<file path="config.mk">
export PLATFORM = sky130hd
export DESIGN_NAME = calc1_unit
export DESIGN_NICKNAME = d
export VERILOG_FILES = /design/src/rtl/calc1_pkg.sv /design/src/rtl/calc1_alu.sv /design/src/rtl/calc1_unit.sv
export SDC_FILE = /design/constraint.sdc
export NUM_CORES = 2
export LEC_CHECK = 0
export BUFFER_PORTS_ARGS = -buffer_cell sky130_fd_sc_hd__buf_2
export CORE_MARGIN = 3
export CORE_UTILIZATION = 40
export CTS_BUF_LIST = sky130_fd_sc_hd__clkbuf_16
export CTS_CLUSTER_SIZE = 14
export DETAILED_ROUTE_END_ITERATION = 8
export HOLD_SLACK_MARGIN = 0.03
export RECOVER_POWER = 50
export SYNTH_ARGS = -nofsm -noshare
export SYNTH_HDL_FRONTEND = slang
export SYNTH_HIERARCHICAL = 1
export SYNTH_SLANG_ARGS = --single-unit
</file>
<file path="constraint.sdc">
create_clock -name c_clk -period 112.1 [get_ports c_clk]
set_clock_uncertainty 0.2 [all_clocks]
set_input_delay 16.815 -clock c_clk [delete_from_list [all_inputs] [get_ports c_clk]]
set_output_delay 16.815 -clock c_clk [all_outputs]
set_load 0.005 [all_outputs]
</file>
<file path="src/rtl/calc1_pkg.sv">
// Shared types and constants for the four-port calculator.
// Latency: n/a (declarations only).
// Backpressure: n/a.
package calc1_pkg;

  localparam int DW     = 32;
  localparam int NPORTS = 4;
  localparam int PIDW   = 2;

  typedef logic [DW-1:0]   word_t;
  typedef logic [3:0]      cmd_t;
  typedef logic [1:0]      resp_t;
  typedef logic [PIDW-1:0] port_id_t;

  localparam cmd_t CMD_NOP = 4'd0;
  localparam cmd_t CMD_ADD = 4'd1;
  localparam cmd_t CMD_SUB = 4'd2;
  localparam cmd_t CMD_SHL = 4'd5;
  localparam cmd_t CMD_SHR = 4'd6;

  localparam resp_t RESP_NONE = 2'd0;
  localparam resp_t RESP_OK   = 2'd1;
  localparam resp_t RESP_ERR  = 2'd2;

  // One fully captured request waiting for the shared operation unit
  typedef struct packed {
    port_id_t port;
    cmd_t     cmd;
    word_t    op1;
    word_t    op2;
  } req_t;

  // Per-port capture state: operand1 cycle, operand2 cycle, waiting for answer
  typedef enum logic [1:0] {
    P_IDLE = 2'd0,
    P_OP2  = 2'd1,
    P_PEND = 2'd2
  } pstate_t;

endpackage

</file>
<file path="src/rtl/calc1_alu.sv">
// Shared unsigned 32-bit add/subtract/shift unit with error detection.
// Latency: combinational, result settles in the same cycle as the inputs.
// Backpressure: none; the caller registers the outputs.
module calc1_alu
  import calc1_pkg::*;
(
  input  cmd_t            cmd,
  input  word_t           op1,
  input  word_t           op2,
  output logic [0:DW-1]   result,
  output logic [0:1]      resp
);

  logic [DW:0] sum;
  word_t       res_w;
  resp_t       resp_w;

  // Decode the command; any error forces the result to zero
  always_comb begin
    sum    = {1'b0, op1} + {1'b0, op2};
    res_w  = '0;
    resp_w = RESP_ERR;
    case (cmd)
      CMD_ADD: begin
        if (!sum[DW]) begin
          res_w  = sum[DW-1:0];
          resp_w = RESP_OK;
        end
      end
      CMD_SUB: begin
        if (op2 <= op1) begin
          res_w  = op1 - op2;
          resp_w = RESP_OK;
        end
      end
      CMD_SHL: begin
        res_w  = op1 << op2[4:0];
        resp_w = RESP_OK;
      end
      CMD_SHR: begin
        res_w  = op1 >> op2[4:0];
        resp_w = RESP_OK;
      end
      default: begin
        res_w  = '0;
        resp_w = RESP_ERR;
      end
    endcase
  end

  assign result = res_w;
  assign resp   = resp_w;

endmodule

</file>
<file path="src/rtl/calc1_unit.sv">
// Four requester ports sharing one calculator, served in arrival order.
// Latency: response 3 cycles after the command cycle, +1 per request queued ahead.
// Backpressure: none; a port ignores commands while it has one outstanding.
module calc1_unit
  import calc1_pkg::*;
(
  input  logic          c_clk,
  input  logic [1:7]    reset,
  input  logic [0:3]    req1_cmd_in,
  input  logic [0:31]   req1_data_in,
  input  logic [0:3]    req2_cmd_in,
  input  logic [0:31]   req2_data_in,
  input  logic [0:3]    req3_cmd_in,
  input  logic [0:31]   req3_data_in,
  input  logic [0:3]    req4_cmd_in,
  input  logic [0:31]   req4_data_in,
  output logic [0:31]   out_data1,
  output logic [0:1]    out_resp1,
  output logic [0:31]   out_data2,
  output logic [0:1]    out_resp2,
  output logic [0:31]   out_data3,
  output logic [0:1]    out_resp3,
  output logic [0:31]   out_data4,
  output logic [0:1]    out_resp4
);

  // Any asserted reset bit holds the whole block in reset
  logic rst;
  assign rst = |reset;

  // Port-indexed views of the explicitly named ports
  cmd_t  cmd_in  [NPORTS];
  word_t data_in [NPORTS];
  word_t data_q  [NPORTS];
  resp_t resp_q  [NPORTS];

  assign cmd_in[0]  = req1_cmd_in;
  assign cmd_in[1]  = req2_cmd_in;
  assign cmd_in[2]  = req3_cmd_in;
  assign cmd_in[3]  = req4_cmd_in;
  assign data_in[0] = req1_data_in;
  assign data_in[1] = req2_data_in;
  assign data_in[2] = req3_data_in;
  assign data_in[3] = req4_data_in;

  assign out_data1 = data_q[0];
  assign out_resp1 = resp_q[0];
  assign out_data2 = data_q[1];
  assign out_resp2 = resp_q[1];
  assign out_data3 = data_q[2];
  assign out_resp3 = resp_q[2];
  assign out_data4 = data_q[3];
  assign out_resp4 = resp_q[3];

  // ---------------------------------------------------------------------
  // Per-port capture FSMs
  // ---------------------------------------------------------------------
  pstate_t           state_q   [NPORTS];
  pstate_t           state_nxt [NPORTS];
  cmd_t              cmd_q     [NPORTS];
  word_t             op1_q     [NPORTS];
  logic [NPORTS-1:0] cap_vld;
  logic [NPORTS-1:0] push_vld;

  // State register for every port
  always_ff @(posedge c_clk or posedge rst) begin
    if (rst) begin
      for (int p = 0; p < NPORTS; p++) state_q[p] <= P_IDLE;
    end else begin
      for (int p = 0; p < NPORTS; p++) state_q[p] <= state_nxt[p];
    end
  end

  // Next state: a port stays busy through the cycle its answer is on the outputs
  always_comb begin
    for (int p = 0; p < NPORTS; p++) begin
      state_nxt[p] = state_q[p];
      case (state_q[p])
        P_IDLE:  if (cmd_in[p] != CMD_NOP) state_nxt[p] = P_OP2;
        P_OP2:   state_nxt[p] = P_PEND;
        P_PEND:  if (resp_q[p] != RESP_NONE) state_nxt[p] = P_IDLE;
        default: state_nxt[p] = P_IDLE;
      endcase
    end
  end

  // FSM outputs: capture command/operand1 when idle, enqueue on the operand2 cycle
  always_comb begin
    cap_vld  = '0;
    push_vld = '0;
    for (int p = 0; p < NPORTS; p++) begin
      cap_vld[p]  = (state_q[p] == P_IDLE) && (cmd_in[p] != CMD_NOP);
      push_vld[p] = (state_q[p] == P_OP2);
    end
  end

  // Hold command and operand1 until operand2 arrives
  always_ff @(posedge c_clk or posedge rst) begin
    if (rst) begin
      for (int p = 0; p < NPORTS; p++) begin
        cmd_q[p] <= CMD_NOP;
        op1_q[p] <= '0;
      end
    end else begin
      for (int p = 0; p < NPORTS; p++) begin
        if (cap_vld[p]) begin
          cmd_q[p] <= cmd_in[p];
          op1_q[p] <= data_in[p];
        end
      end
    end
  end

  // ---------------------------------------------------------------------
  // Ordered request queue. Up to four entries can arrive in one cycle, so
  // this is a compacting shift queue rather than a one-push FIFO. It never
  // overflows: each port has at most one request outstanding.
  // ---------------------------------------------------------------------
  req_t       q_q   [NPORTS];
  req_t       q_nxt [NPORTS];
  logic [2:0] cnt_q;
  logic [2:0] cnt_nxt;
  logic       pop_vld;

  assign pop_vld = (cnt_q != 3'd0);

  // Retire the head, then append new arrivals in ascending port order
  always_comb begin
    q_nxt   = q_q;
    cnt_nxt = cnt_q;
    if (pop_vld) begin
      for (int i = 0; i < NPORTS - 1; i++) q_nxt[i] = q_q[i+1];
      q_nxt[NPORTS-1] = '0;
      cnt_nxt         = cnt_q - 3'd1;
    end
    for (int p = 0; p < NPORTS; p++) begin
      if (push_vld[p]) begin
        q_nxt[cnt_nxt[1:0]] = '{port: PIDW'(p), cmd: cmd_q[p],
                                op1: op1_q[p], op2: data_in[p]};
        cnt_nxt             = cnt_nxt + 3'd1;
      end
    end
  end

  // Queue storage; reset discards everything in flight
  always_ff @(posedge c_clk or posedge rst) begin
    if (rst) begin
      cnt_q <= 3'd0;
      for (int i = 0; i < NPORTS; i++) q_q[i] <= '0;
    end else begin
      cnt_q <= cnt_nxt;
      for (int i = 0; i < NPORTS; i++) q_q[i] <= q_nxt[i];
    end
  end

  // ---------------------------------------------------------------------
  // Shared operation unit and registered per-port outputs
  // ---------------------------------------------------------------------
  word_t alu_dat;
  resp_t alu_resp;

  calc1_alu u_alu (
    .cmd    (q_q[0].cmd),
    .op1    (q_q[0].op1),
    .op2    (q_q[0].op2),
    .result (alu_dat),
    .resp   (alu_resp)
  );

  // Drive the head's result to its own port for one cycle; all others read 0
  always_ff @(posedge c_clk or posedge rst) begin
    if (rst) begin
      for (int p = 0; p < NPORTS; p++) begin
        data_q[p] <= '0;
        resp_q[p] <= RESP_NONE;
      end
    end else begin
      for (int p = 0; p < NPORTS; p++) begin
        if (pop_vld && (q_q[0].port == PIDW'(p))) begin
          data_q[p] <= alu_dat;
          resp_q[p] <= alu_resp;
        end else begin
          data_q[p] <= '0;
          resp_q[p] <= RESP_NONE;
        end
      end
    end
  end

endmodule

</file>
==> results.toml <==
[run_status]
status = "finished with violations"
violations = "capacitance limit, slew limit"

[critical_path]
critical_path_arrival_ns = 27.03
required_ns = 112.58
crit_type = "in2async"
cp-start-kind = "input port"
crit_slowest_cell = "clkbuf_1"
critPathBufInv = 6
critPathMaxFanout = 147
cpMostUsedCell = "buf_4"
critical_path.cell_chain = "buf_2, or4_1, nor4_1, clkbuf_1, buf_4, buf_4, buf_4, buf_4"
end_kind = "asynchronous set/reset pin"
critPathMaxStageDelay_ns = 5.54
cp_top_family = "buffers and inverters"

[yosys]
synth_nets = 4613
synthMuxAreaShare_pct = 3.26
synth_ff_type = "dfrtp_1"
yosysUniqueCellTypes = 98
synth_seq_cells = 571
yosys.area_share.simple_pct = 19.2
syn_inst = 4380
synth_xor_xnor_area_share_pct = 0.311
ys_warn_count = 6
synth_top_family_by_area = "compound AO/OA/AOI/OAI gates"
synth_compound_area_share_pct = 29.5
ys_seq_area_share_pct = 39.4
yosys.area.top_type_share_pct = 39.4
syn-cell-area_sq_um = 36200
synth_edf_count = 0
synth_top_area_cell = "dfrtp_1"
synth_fa_ha_area_share_pct = 2.84
async_flop_share_pct = 100
syn_avg_cell_area_sq_um = 8.27
ys_top_cells_by_area = "dfrtp_1, nand2_1, o21ai_0, o211ai_1, clkbuf_1"

[placement]
dp_hpwl_um = 95300
port_buffers = 287
gp_congestion = 0.988

[sta]
post-route-min-period_ns = 26.56
rsz0062_at_grt = "false"
relSlewSlack_pct = -433
tns_ns = 0
fin_crit_sh_pct = 23.7
fmax_mhz = 37.7
tightest_slew_ns = 8.00
finalHoldViolations = 0
finalSetupViolCount = 0
slew_viol_final = 842

[power_and_ir_drop]
p_leak_nw = 17.8
p_sw_mw = 0.892
power.total_mw = 1.67
power_frac_seq_pct = 24.5
peakVddDrop_v = 0.0000518
clock_power_share_pct = 12.4
swShare_pct = 53.3
power.share.combinational_pct = 63.1
powerDensity_nw_per_um2 = 41.7
p_int_mw = 0.782

[clock_tree]
clock-sinks = 571
hold_buffers = 0
root_buffer = "clkbuf_16"
clk_pin_slew_ns = 0.06
postCtsSetupBuffers = 0
cts_resized = 0
cts-buffers-inserted = 67
insertion_delay_ns = 0.63
htree_levels = 3
clockBufferDepth = 3
cts_tree = "yes"

[grt]
antenna_found_initial = 3
track_usage_pct = 32.4
grt_pass1_wl_um = 235000
grt_pass1_vias = 36059
grt_overflow_total = 0
grt_max_degree = 148

[routing]
viasPerCell = 6.67
routed_wl_um = 158000
drc_errors = 0
num_vias = 37563
drt_iter0_markers = 4961
ant_nets = 0
first_pass_iters = 7
post_drt_wl_per_cell_um = 28.1

[floorplan]
ios = 288
num_rows = 109
core_area_sq_um = 89100
die_area_sq_um = 94200
fp.dieW_um = 307
die_h_um = 307
initial_core_util_pct = 40.7

[hold_path]
worst_hold_path_type = "reg2reg"

[layout]
syn_to_final_growth_pct = 10.7
n_fill_cell = 8885
fin_nets = 4652
drive_gt1_share_pct = 9.78

[run]
maxCapViolCount = 16
cells by family after synthesis:
logic type               Yosys count
multiplexers                      88
buffers and inverters            480
adder cells (fa/ha/maj)           81
XOR/XNOR                          12
flip-flops                       571
AO/OA/AOI/OAI                   1548
AND/OR/NAND/NOR                 1600
cell usage in the layout (no fill, tap or decap), drive strengths merged, types with 145 or more instances in the layout:
cell / synthesis / layout
dfrtp: 571 / 571
o21ai: 302 / 302
nand2: 993 / 993
nand3: 167 / 167
a31oi: 152 / 152
nor2: 164 / 164
a21oi: 159 / 159
and2: 145 / 145
clkbuf: 285 / 186
o22ai: 152 / 152
o211ai: 163 / 163
buf: 108 / 245
path summary, 6_finish.rpt:
kind	from	endpoint	slack [ns]	cells past startpoint
min in group asynchronous	reset[4]	out_data1[30]$_DFF_PP0_	19.43	3
max in group c_clk	req4_cmd_in[3]	op1_q[28]$_DFFE_PP0P_	91.12	7
min reg2reg	q_q[69]$_DFF_PP0_	q_q[69]$_DFF_PP0_	0.32	2
max reg2reg	cnt_q[0]$_DFF_PP0_	q_q[133]$_DFF_PP0_	97.95	18
min	q_q[69]$_DFF_PP0_	q_q[69]$_DFF_PP0_	0.32	2
max	reset[5]	op1_q[10]$_DFFE_PP0P_	85.54	8
worst min-delay path, delay by kind of cell (launching register included):
kind | cells | cell delay [ns]
DFF | 1 | 0.35
and+or+nand+nor | 2 | 0.14
registers in the layout (all words and copies together), names as in the netlist:
register	count
out_resp1	2
cmd_q	16
op1_q	128
out_data1	32
out_resp3	2
out_resp4	2
out_data3	32
q_q	280
out_data4	32
out_data2	32
cnt_q	3
out_resp2	2
state_q	8
final cells by class:
class                           count  area (sq um)  share of cell area (%)
Clock buffer                       68          1700                    4.24
Tap cell                         1165          1460                    3.63
Timing Repair Buffer              363          1810                    4.52
Multi-Input combinational cell   3329         20200                    50.3
Antenna cell                        2          5.00                  0.0125
Sequential cell                   571         14300                    35.6
Inverter                           87           327                   0.814
Clock inverter                     50           320                   0.799
metal layers:
layer	vias up	global-route usage, %	wire length (um)
met1	18321	43.5	63200
met2	2579	49.5	69200
met5	-	0	0
met4	0	14.7	7180
met3	504	8.09	18600
li1	16159	-	-
per-stage QoR:
step / utilization, % / setup slack, ns / instances / hold slack (ns) / instance area, sq um
after floorplan: - / 15.81 / 4380 / 0.268 / 36200
final: 45.0 / 85.54 / 5635 / 0.323 / 40100
after detailed placement: 43.1 / 90.16 / 5515 / 0.290 / 38400
after CTS: 45.4 / 90.81 / 5633 / 0.306 / 40400
after global routing: 45.0 / 83.90 / 5633 / 0.338 / 40100
after global placement: 43.1 / 90.12 / 5515 / 0.285 / 38400
power groups by stage:
stage	logic [mW]	clock network [mW]	registers, mW
floorplan	0.698	0	0.362
global placement	1.01	0	0.406
detailed placement	1.02	0	0.407
CTS	1.02	0.210	0.404
global route	1.12	0.218	0.419
finish	1.06	0.208	0.411
cell usage after synthesis, drive strengths merged, types with 74 or more instances:
| library cell | number |
|---|---|
| a211oi | 80 |
| a21oi | 159 |
| a221oi | 77 |
| a22o | 74 |
| a22oi | 78 |
| a31oi | 152 |
| and2 | 145 |
| buf | 108 |
| clkbuf | 285 |
| dfrtp | 571 |
| ha | 79 |
| inv | 86 |
| nand2 | 993 |
| nand3 | 167 |
| nor2 | 164 |
| o211ai | 163 |
| o21ai | 302 |
| o22ai | 152 |
| o31ai | 75 |
Note: power is estimated with default switching activity, not from simulation.
